===== src/rtl/fetch_queue.sv =====
// Instruction buffer between fetch and decode: a small in-order FIFO of fetched words with
// pc and fault/progbuf flags, first-word fall-through, flushed on any pipeline redirect.
module fetch_queue #(
   parameter int unsigned abits      = 2,
   parameter int unsigned RISCV_ARCH = 64
) (
   input  logic                  i_clk,
   input  logic                  i_nrst,
   input  logic                  i_flush,
   input  logic                  i_in_valid,
   output logic                  o_in_ready,
   input  logic [RISCV_ARCH-1:0] i_in_pc,
   input  logic [63:0]           i_in_instr,
   input  logic                  i_in_load_fault,
   input  logic                  i_in_page_fault_x,
   input  logic                  i_in_progbuf_ena,
   output logic                  o_out_valid,
   input  logic                  i_out_ready,
   output logic [RISCV_ARCH-1:0] o_out_pc,
   output logic [63:0]           o_out_instr,
   output logic                  o_out_load_fault,
   output logic                  o_out_page_fault_x,
   output logic                  o_out_progbuf_ena,
   output logic [abits:0]        o_count
);

   localparam int unsigned DEPTH = 2 ** abits;
   localparam logic [abits:0] CntFull = (abits + 1)'(DEPTH);
   localparam logic [abits:0] CntOne = (abits + 1)'(1);
   localparam logic [abits-1:0] PtrOne = (abits)'(1);

   typedef struct packed {
      logic [RISCV_ARCH-1:0] pc;
      logic [63:0]           instr;
      logic                  load_fault;
      logic                  page_fault_x;
      logic                  progbuf_ena;
   } entry_t;

   entry_t           mem_q [DEPTH];
   entry_t           wr_entry;
   entry_t           head;
   logic [abits-1:0] wr_ptr_q, wr_ptr_d;
   logic [abits-1:0] rd_ptr_q, rd_ptr_d;
   logic [abits:0]   count_q, count_d;
   logic             full;
   logic             empty;
   logic             push;
   logic             pop;

   // Ready/valid depend only on registered state and flush, never on the opposite handshake.
   always_comb begin
      full        = (count_q == CntFull);
      empty       = (count_q == '0);
      o_in_ready  = !full && !i_flush;
      o_out_valid = !empty && !i_flush;
      push        = i_in_valid && o_in_ready;
      pop         = o_out_valid && i_out_ready;
   end

   always_comb begin
      wr_entry.pc           = i_in_pc;
      wr_entry.instr        = i_in_instr;
      wr_entry.load_fault   = i_in_load_fault;
      wr_entry.page_fault_x = i_in_page_fault_x;
      wr_entry.progbuf_ena  = i_in_progbuf_ena;
   end

   always_comb begin
      wr_ptr_d = wr_ptr_q;
      rd_ptr_d = rd_ptr_q;
      count_d  = count_q;
      if (i_flush) begin
         wr_ptr_d = '0;
         rd_ptr_d = '0;
         count_d  = '0;
      end else begin
         if (push) begin
            wr_ptr_d = wr_ptr_q + PtrOne;
         end
         if (pop) begin
            rd_ptr_d = rd_ptr_q + PtrOne;
         end
         if (push && !pop) begin
            count_d = count_q + CntOne;
         end else if (pop && !push) begin
            count_d = count_q - CntOne;
         end
      end
   end

   always_ff @(posedge i_clk) begin
      if (!i_nrst) begin
         wr_ptr_q <= '0;
         rd_ptr_q <= '0;
         count_q  <= '0;
      end else begin
         wr_ptr_q <= wr_ptr_d;
         rd_ptr_q <= rd_ptr_d;
         count_q  <= count_d;
      end
   end

   // Storage carries no reset; stale contents are masked by the empty check below.
   always_ff @(posedge i_clk) begin
      if (i_nrst && push) begin
         mem_q[wr_ptr_q] <= wr_entry;
      end
   end

   always_comb begin
      head               = mem_q[rd_ptr_q];
      o_count            = count_q;
      o_out_pc           = '1;
      o_out_instr        = '0;
      o_out_load_fault   = 1'b0;
      o_out_page_fault_x = 1'b0;
      o_out_progbuf_ena  = 1'b0;
      if (!empty) begin
         o_out_pc           = head.pc;
         o_out_instr        = head.instr;
         o_out_load_fault   = head.load_fault;
         o_out_page_fault_x = head.page_fault_x;
         o_out_progbuf_ena  = head.progbuf_ena;
      end
   end

endmodule


===== config.mk =====
export PLATFORM = sky130hd
export DESIGN_NAME = fetch_queue
export DESIGN_NICKNAME = d
export VERILOG_FILES = /design/src/rtl/fetch_queue.sv
export SDC_FILE = /design/constraint.sdc
export NUM_CORES = 1
export LEC_CHECK = 0
export BUFFER_PORTS_ARGS = -buffer_cell sky130_fd_sc_hd__buf_2
export CORE_AREA = 2 2 205 207
export DETAILED_ROUTE_END_ITERATION = 7
export DIE_AREA = 0 0 207 209
export PLACE_DENSITY_LB_ADDON = 0.15
export SLEW_MARGIN = 20
export SYNTH_ARGS = -nofsm -noshare
export SYNTH_HDL_FRONTEND = slang
export SYNTH_SLANG_ARGS = --single-unit

===== constraint.sdc =====
create_clock -name i_clk -period 10.9 [get_ports i_clk]
set_clock_uncertainty 0.2 [all_clocks]
set_input_delay 2.18 -clock i_clk [delete_from_list [all_inputs] [get_ports i_clk]]
set_output_delay 2.18 -clock i_clk [all_outputs]
set_load 0.01 [all_outputs]

# --- Yosys cells after proc, flatten, opt, wreduce, memory -nomap -nowiden ---
# Memories as Yosys holds them, arrays and structs flattened. A register that Yosys moved wholly into a read port is not among the register bits.
# Index checks and enable logic that the tools add are counted.
totals:
  ff_bits: 7
  latch_bits: 0
  mem_bits_rw: 524
  mem_bits_ro: 0
  input_bits: 136
  output_inout_bits: 136
  elab_cells: 36
  n_memories: 1
memory_table:
  columns: ["name", "depth", "width", "read_ports", "rd_ports_with_merged_regs", "wr", "line", "text"]
  rows:
  - ["mem_q", 4, 131, 1, 1, 1, "40", "entry_t mem_q [DEPTH];"]
op_classes:
  addsub: 4
  multipliers: 0
  n_div: 0
  order_cmp: 0
  n_eq_ne: 1
  n_shift: 0
  muxes: 11
  bitwise: 1
  reduce_logical: 15
op_table:
  columns: ["operator", "n"]
  rows:
  - ["64-bit 2-to-1 mux", 2]
  - ["1-bit logical AND", 7]
  - ["3-bit 2-to-1 mux", 2]
  - ["1-bit logical NOT", 5]
  - ["1-bit 2-to-1 mux", 5]
  - ["2-bit by 1-bit adder with 2-bit output, second input constant", 2]
  - ["2-bit 2-to-1 mux", 2]
  - ["3-bit by 1-bit adder with 3-bit output, second input constant", 1]
  - ["3-bit equality test, second input constant", 1]
  - ["3-bit logical NOT", 1]
  - ["3-bit by 1-bit subtractor with 3-bit output, second input constant", 1]
  - ["2-bit nonzero test", 1]
  - ["2-bit OR reduction", 1]
  - ["1-bit NOT", 1]

# --- Depth between registers and ports, before layout ---
# Gate-level depths: netlist of run 1.
logic_depth:
  ltp_word: 8
  mapped_depth: 8
  ltp_nobuf: 8

# --- Least setup slack after synthesis of run 1 ---
# Ideal clock, no wire load.
synth_timing:
  path_kind: "input -> register"
  start: "in i_in_valid"
  end: "mem mem_q[1][0] (netlist name) (enable)"
  setup_time_ps: 507
  arrival_time_ps: 5706
  required_ps: 10193
  slack_ps: 4487
  path_stages: 3
  n_path_buf: 0
  cell_sequence: "nor2b_1 -> and2_1 -> and3_1"
synth_via:
  elab_chain_cells: 4
synth_rtl:
  columns: ["element", "line", "text"]
  rows:
  - ["start: declaration", "10", "input logic i_in_valid,"]
  - ["1-bit logical AND", "57", "push = i_in_valid && o_in_ready;"]
  - ["named net push", "48", "logic push;"]
  - ["1-bit logical AND", "106", "if (i_nrst && push) begin"]
  - ["1-bit 2-to-1 mux", "106", null]
  - ["1-bit 2-to-1 mux (not written as such)", "107", "mem_q[wr_ptr_q] <= wr_entry;"]
  - ["end: declaration", "40", null]
# The timed path passes the listed nets, and every way through them passes these cells.

==> reports/metrics.cfg, run 1 <==
[cells_and_area]
fin_nets = 1322
postLayoutCoreUtil_pct = 58.02
nFillCells = 3105
synthToLayoutAreaGrowth_pct = 18.35
drive_gt1_share_pct = 44.98
fin_cells = 1770

[die]
die_height_um = 209
num_rows = 75
core_mm2 = 0.04129
initial_core_util_pct = 49.02
io_pins = 272
die_area_mm2 = 0.04326
die_w_um = 207

[status]
status = complete, no violations

[logic_synthesis]
yosys.area.top_type = edfxtp_1
synth_top_cell_area_share_pct = 77.74
synth_edf_count = 524
synthArstFlopShare_pct = 0
yosys.cell_types.count = 28
synth_nets = 1025
yosys-top-cells-count = edfxtp_1 (524), mux4_2 (131), nor2b_1 (69), or2_2 (42), or2_1 (23)
syn_area_mm2 = 0.02024
synth_area_leaders = edfxtp_1 (78%), mux4_2 (15%), nor2b_1 (2.1%)
yosysMostFrequentCell = edfxtp_1
netlist_instances = 883
yosysSeqAreaShare_pct = 78.64
ys_warn_count = 0
ys.flop_type = edfxtp_1
synth-seq-cells = 533
avgSynthCellArea_um2 = 22.92

[power_and_ir_drop]
p_seq_share_pct = 52.7
p_int_uw = 3441
switching_share_pct = 20.43
p_per_area_mw_per_mm2 = 180.5
irDropWorstVdd_mv = 0.1586
switchingPower_uw = 883.7
p_comb_share_pct = 5.1
p_clk_share_pct = 42.2
leakage_uw = 0.007821

[timing]
tightest_slew_ps = 1038
setup_violations = 0
slew-limit-headroom_pct = 30.80
slew_viol_final = 0
fin_crit_ps = 6111
hold_violations = 0
rsz0062_at_grt = no
fin_crit_sh_pct = 56.07
setup-tns-final_ps = 0
fmax_mhz = 163.6

[detailed_routing]
drc_errors = 0
routedWlPerCell_um = 21.82
viasPerCell = 5.320
via_count = 9416
wirelength_um = 38620
drtIter0Drc = 594
drtAntennaViolNets = 0
first_pass_iters = 5

[worst_setup_path]
reg2reg_from = o_count[0]
r2r_cells = 4
worst_ep_required_time_ps = 8520
cp_max_fo = 39
r2r_slack_ps = 7940
worst_r2r_endpoint = mem_q[0][10]
cp.arrival_ps = 3730
end_kind = output port
path_class = flop to output port
cp-start-kind = flop

[place]
dp.cells = 1663
gp_congestion = 0.7324
dp_hpwl_um = 22390
port_buffers = 271

[global_route]
gr-total-overflow = 0
grt_pass1_wl_um = 58960
grt_pass1_vias = 9771
grt_util_all_layers_pct = 18.04
antenna_found_initial = 10
grt_max_degree = 78

[clock_network]
postCtsSetupBuffers = 0
cts_sinks = 533
cts_hold_buf = 0
cts_buffers = 54
cts_buffer_depth = 3
cts_root_buf = clkbuf_16
clk_latency_ps = 590
htree_levels = 2
clk_pin_slew_ps = 60
post_cts_resized = 0
cts_tree = done

[worst_hold_path]
worstHoldStart = rd_ptr_q[1]
hp-class = flop to flop
hold_depth = 2

[flow_run]
maxCapViolCount = 0

## state kept, by name, indices dropped and copies added, names as in the netlist, named ones only
signal	flops
mem_q	524
wr_ptr_q	2
rd_ptr_q	2
o_count	3
## power groups by stage
stage	Combinational, uW	Sequential [uW]	Clock [uW]
2_1_floorplan	116	2320	0
3_3_place_gp	220	2320	0
3_5_place_dp	224	2320	0
4_1_cts	225	2280	1870
5_1_grt	241	2280	1950
6_report	219	2280	1830
## metal layers
layer  track usage [%]  wire length (um)
met1             24.09             15860
met2             28.22             18830
met3             5.996              3082
met4             6.034               797
met5                 0                46
## critical path, cell delays in order, from the launching register on
cell and delay, ps:
dfxtp_4 690, buf_4 600, buf_4 740, mux4_2 590
or2_2 280, buf_2 140
## cell families after synthesis
kind of cell,synth area share [%]
AOI/OAI and AO/OA,0.2596
xor gates and xnor gates,0.1298
adders and majority gates,0.4080
buffers and inverters,1.298
DFF,78.63
muxes,14.63
and+or+nand+nor,4.643
## layout by cell type, fill, tap and decap left out, drive strengths merged
master	instances
edfxtp	524
buf	286
mux4	131
nor2b	69
or2	65
clkbuf	59
clkinv	28
dfxtp	9
bufinv	7
diode	6
inv	6
nor2	5
ha	5
and3	4
a21oi	4
clkinvlp	4
xor2	3
a21o	2
nand3	2
o21ai	2
or3	2
or3b	1
and2	1
nor3	1
o31ai	1
nand2b	1
mux2i	1
nand2	1
fa	1
## how the worst max path moves through the flow
stage,slack (ps),endpoint,start
2_1_floorplan,4490,mem_q[1][0],i_in_valid
3_3_place_gp,5250,o_out_pc[28],flop
3_5_place_dp,5250,o_out_pc[21],flop
4_1_cts,4590,o_out_pc[21],flop
5_1_grt,4400,o_out_pc[28],flop
6_report,4790,o_out_pc[37],flop
## cell type report
type	instances	area (um^2)	area share (%)
repair buffers	286	1469	6.132
well taps	539	674.4	2.815
flip-flops and latches	533	15920	66.47
multi-input cells	302	4088	17.06
clock buffers	59	1370	5.719
clock inverters	42	404.1	1.687
inverters	3	11.26	0.04701
diodes	6	15.01	0.06268
## stage by stage
step           worst slack, ps  total power, uW  hold WS (ps)  cell area, um^2
2_1_floorplan             4487             2438         259.1            20240
4_1_cts                   4593             4375         286.3            23940
3_5_place_dp              5248             2547         271.2            22170
3_3_place_gp              5248             2542         261.0            22170
6_report                  4789             4324         296.5            23950
5_1_grt                   4402             4472         303.0            23940
Power figures use the tool's default switching activity.
==> inputs of run 2 (changes only) <==
clock period = 6 ns   (was 10.9 ns; I/O delays follow)
==> run 2 against run 1 <==
  * Highest routed layer unchanged
  * Critical path type unchanged
  * Critical path depth decreased by 1
  * Die area stayed put
  * Hold slack got worse by 17 ps
  * Non-clock buffer count is 1 lower
  * Critical endpoint is now o_out_pc[31]
==> reports/metrics.cfg, run 2 (synthesis gave the netlist of run 1 again) <==
[global_route]
gr-total-overflow = 0
antenna_found_initial = 13
grt_pass1_vias = 9675
grt_util_all_layers_pct = 18.06
grt_max_degree = 134
grt_pass1_wl_um = 59000

[cells_and_area]
regMostFlops = mem_q
drive_gt1_share_pct = 44.24
fin_nets = 1321
fin_cells = 1769
nFillCells = 3113
synthToLayoutAreaGrowth_pct = 18.37
final_cell_mix = edfxtp_1 (524), buf_2 (271), mux4_2 (131)
final_common_cell = edfxtp_1
largest_register_ffs = 524

[clock_network]
post_cts_resized = 0
cts_buffer_depth = 3
htree_levels = 2
clk_latency_ps = 580
postCtsSetupBuffers = 0
cts_tree = done
cts_hold_buf = 0
cts_sinks = 533
cts_buffers = 54
clk_pin_slew_ps = 60
cts_root_buf = clkbuf_16

[worst_setup_path]
cp.arrival_ps = 2880
r2r_cells = 4
worst_ep_required_time_ps = 4600
critPathBufInv = 2
path_cells = buf_12, mux4_2, or2_2, buf_2
end_kind = output port
crit_slowest_cell = dfxtp_4
cp_num_cells = 4
cp-start-kind = flop
path_class = flop to output port
cp_max_fo = 68
crit_family = flip-flops
slowest_delay_ps = 670

[power_and_ir_drop]
power_uw = 7713
p_seq_share_pct = 53.7
leakage_uw = 0.007797
p_clk_share_pct = 41.1
irDropWorstVdd_mv = 0.2284
p_comb_share_pct = 5.2
switching_share_pct = 20.23
p_int_uw = 6153
p_per_area_mw_per_mm2 = 322.0
switchingPower_uw = 1560

[detailed_routing]
routedWlPerCell_um = 21.85
viasPerCell = 5.322
drtIter0Drc = 558
first_pass_iters = 4
wirelength_um = 38650
drtAntennaViolNets = 0
via_count = 9414
drc_errors = 0

[place]
preCtsSetupSlack_ps = 2171
port_buffers = 271
gp_congestion = 0.7145
dp_hpwl_um = 21830
dp.cells = 1662

[timing]
setup-tns-final_ps = 0
fin_crit_sh_pct = 71.34
fmax_mhz = 233.6
rsz0062_at_grt = no
slew_viol_final = 0
slew-limit-headroom_pct = 38.93
tightest_slew_ps = 916.1
hold_violations = 0
setup_violations = 0
fin_crit_ps = 4281
holdWs_ps = 279.2
finalWorstSetupSlack_ps = 1719

[die]
die_area_mm2 = 0.04326
die_height_um = 209
initial_core_util_pct = 49.02
core_mm2 = 0.04129
io_pins = 272
num_rows = 75
die_w_um = 207

[worst_hold_path]
hold_depth = 2
hp-class = flop to flop

[flow_run]
maxCapViolCount = 0

[status]
status = complete, no violations

## run 2: cell types whose count changed in the layout (fill, tap and decap cells not counted), moves of 4 or more
cell / before / now
buf_12: 0 / 7
bufinv_16: 7 / 3
clkbuf_1: 5 / 11
buf_4: 15 / 7
## run 2: final timing paths
kind | start | slack [ps] | endpoint
max | flop | 1720 | o_out_pc[31]
min | rd_ptr_q[1] | 280 | flop
min reg2reg | rd_ptr_q[1] | 280 | flop
max reg2reg | o_count[0] | 3080 | mem_q[1][97]
## run 2: power by group through the flow
stage | Clock (uW) | Sequential (uW) | Combinational [uW]
finish | 3170 | 4140 | 402
global placement | 0 | 4220 | 404
detailed placement | 0 | 4220 | 410
global route | 3400 | 4140 | 440
CTS | 3260 | 4140 | 411
floorplan | 0 | 4220 | 210
## run 2: cell type report
class	count	area [um^2]	area share (%)
antenna	7	17.52	0.07312
clock buffer	68	1468	6.126
clock inverter	32	226.5	0.9453
inverter	3	11.26	0.04700
multi-input combinational	302	4088	17.06
sequential	533	15920	66.46
tap	539	674.4	2.815
timing repair buffer	285	1549	6.466
## run 2: routing by layer
layer | global-route usage (%) | vias up | share of wire, % | wire, um
li1 | - | 4224 | - | -
met5 | 0 | - | 0.16 | 61
met4 | 5.000 | 10 | 2.1 | 794
met2 | 28.32 | 243 | 49 | 18770
met1 | 24.41 | 4872 | 42 | 16200
met3 | 6.162 | 65 | 7.3 | 2821
## run 2: stage by stage
stage                     util, %  cell area [um^2]
final                       58.02             23960
after global routing        58.00             23950
after global placement      53.88             22250
after CTS                   57.98             23940
after detailed placement    53.88             22250
after floorplan                 -             20240
## run 2: worst register-to-register path: cells and delay by family (launching register included)
family	cells	cell delay, ps
simple gates	3	1300
buf+inv	1	530
flops	1	520
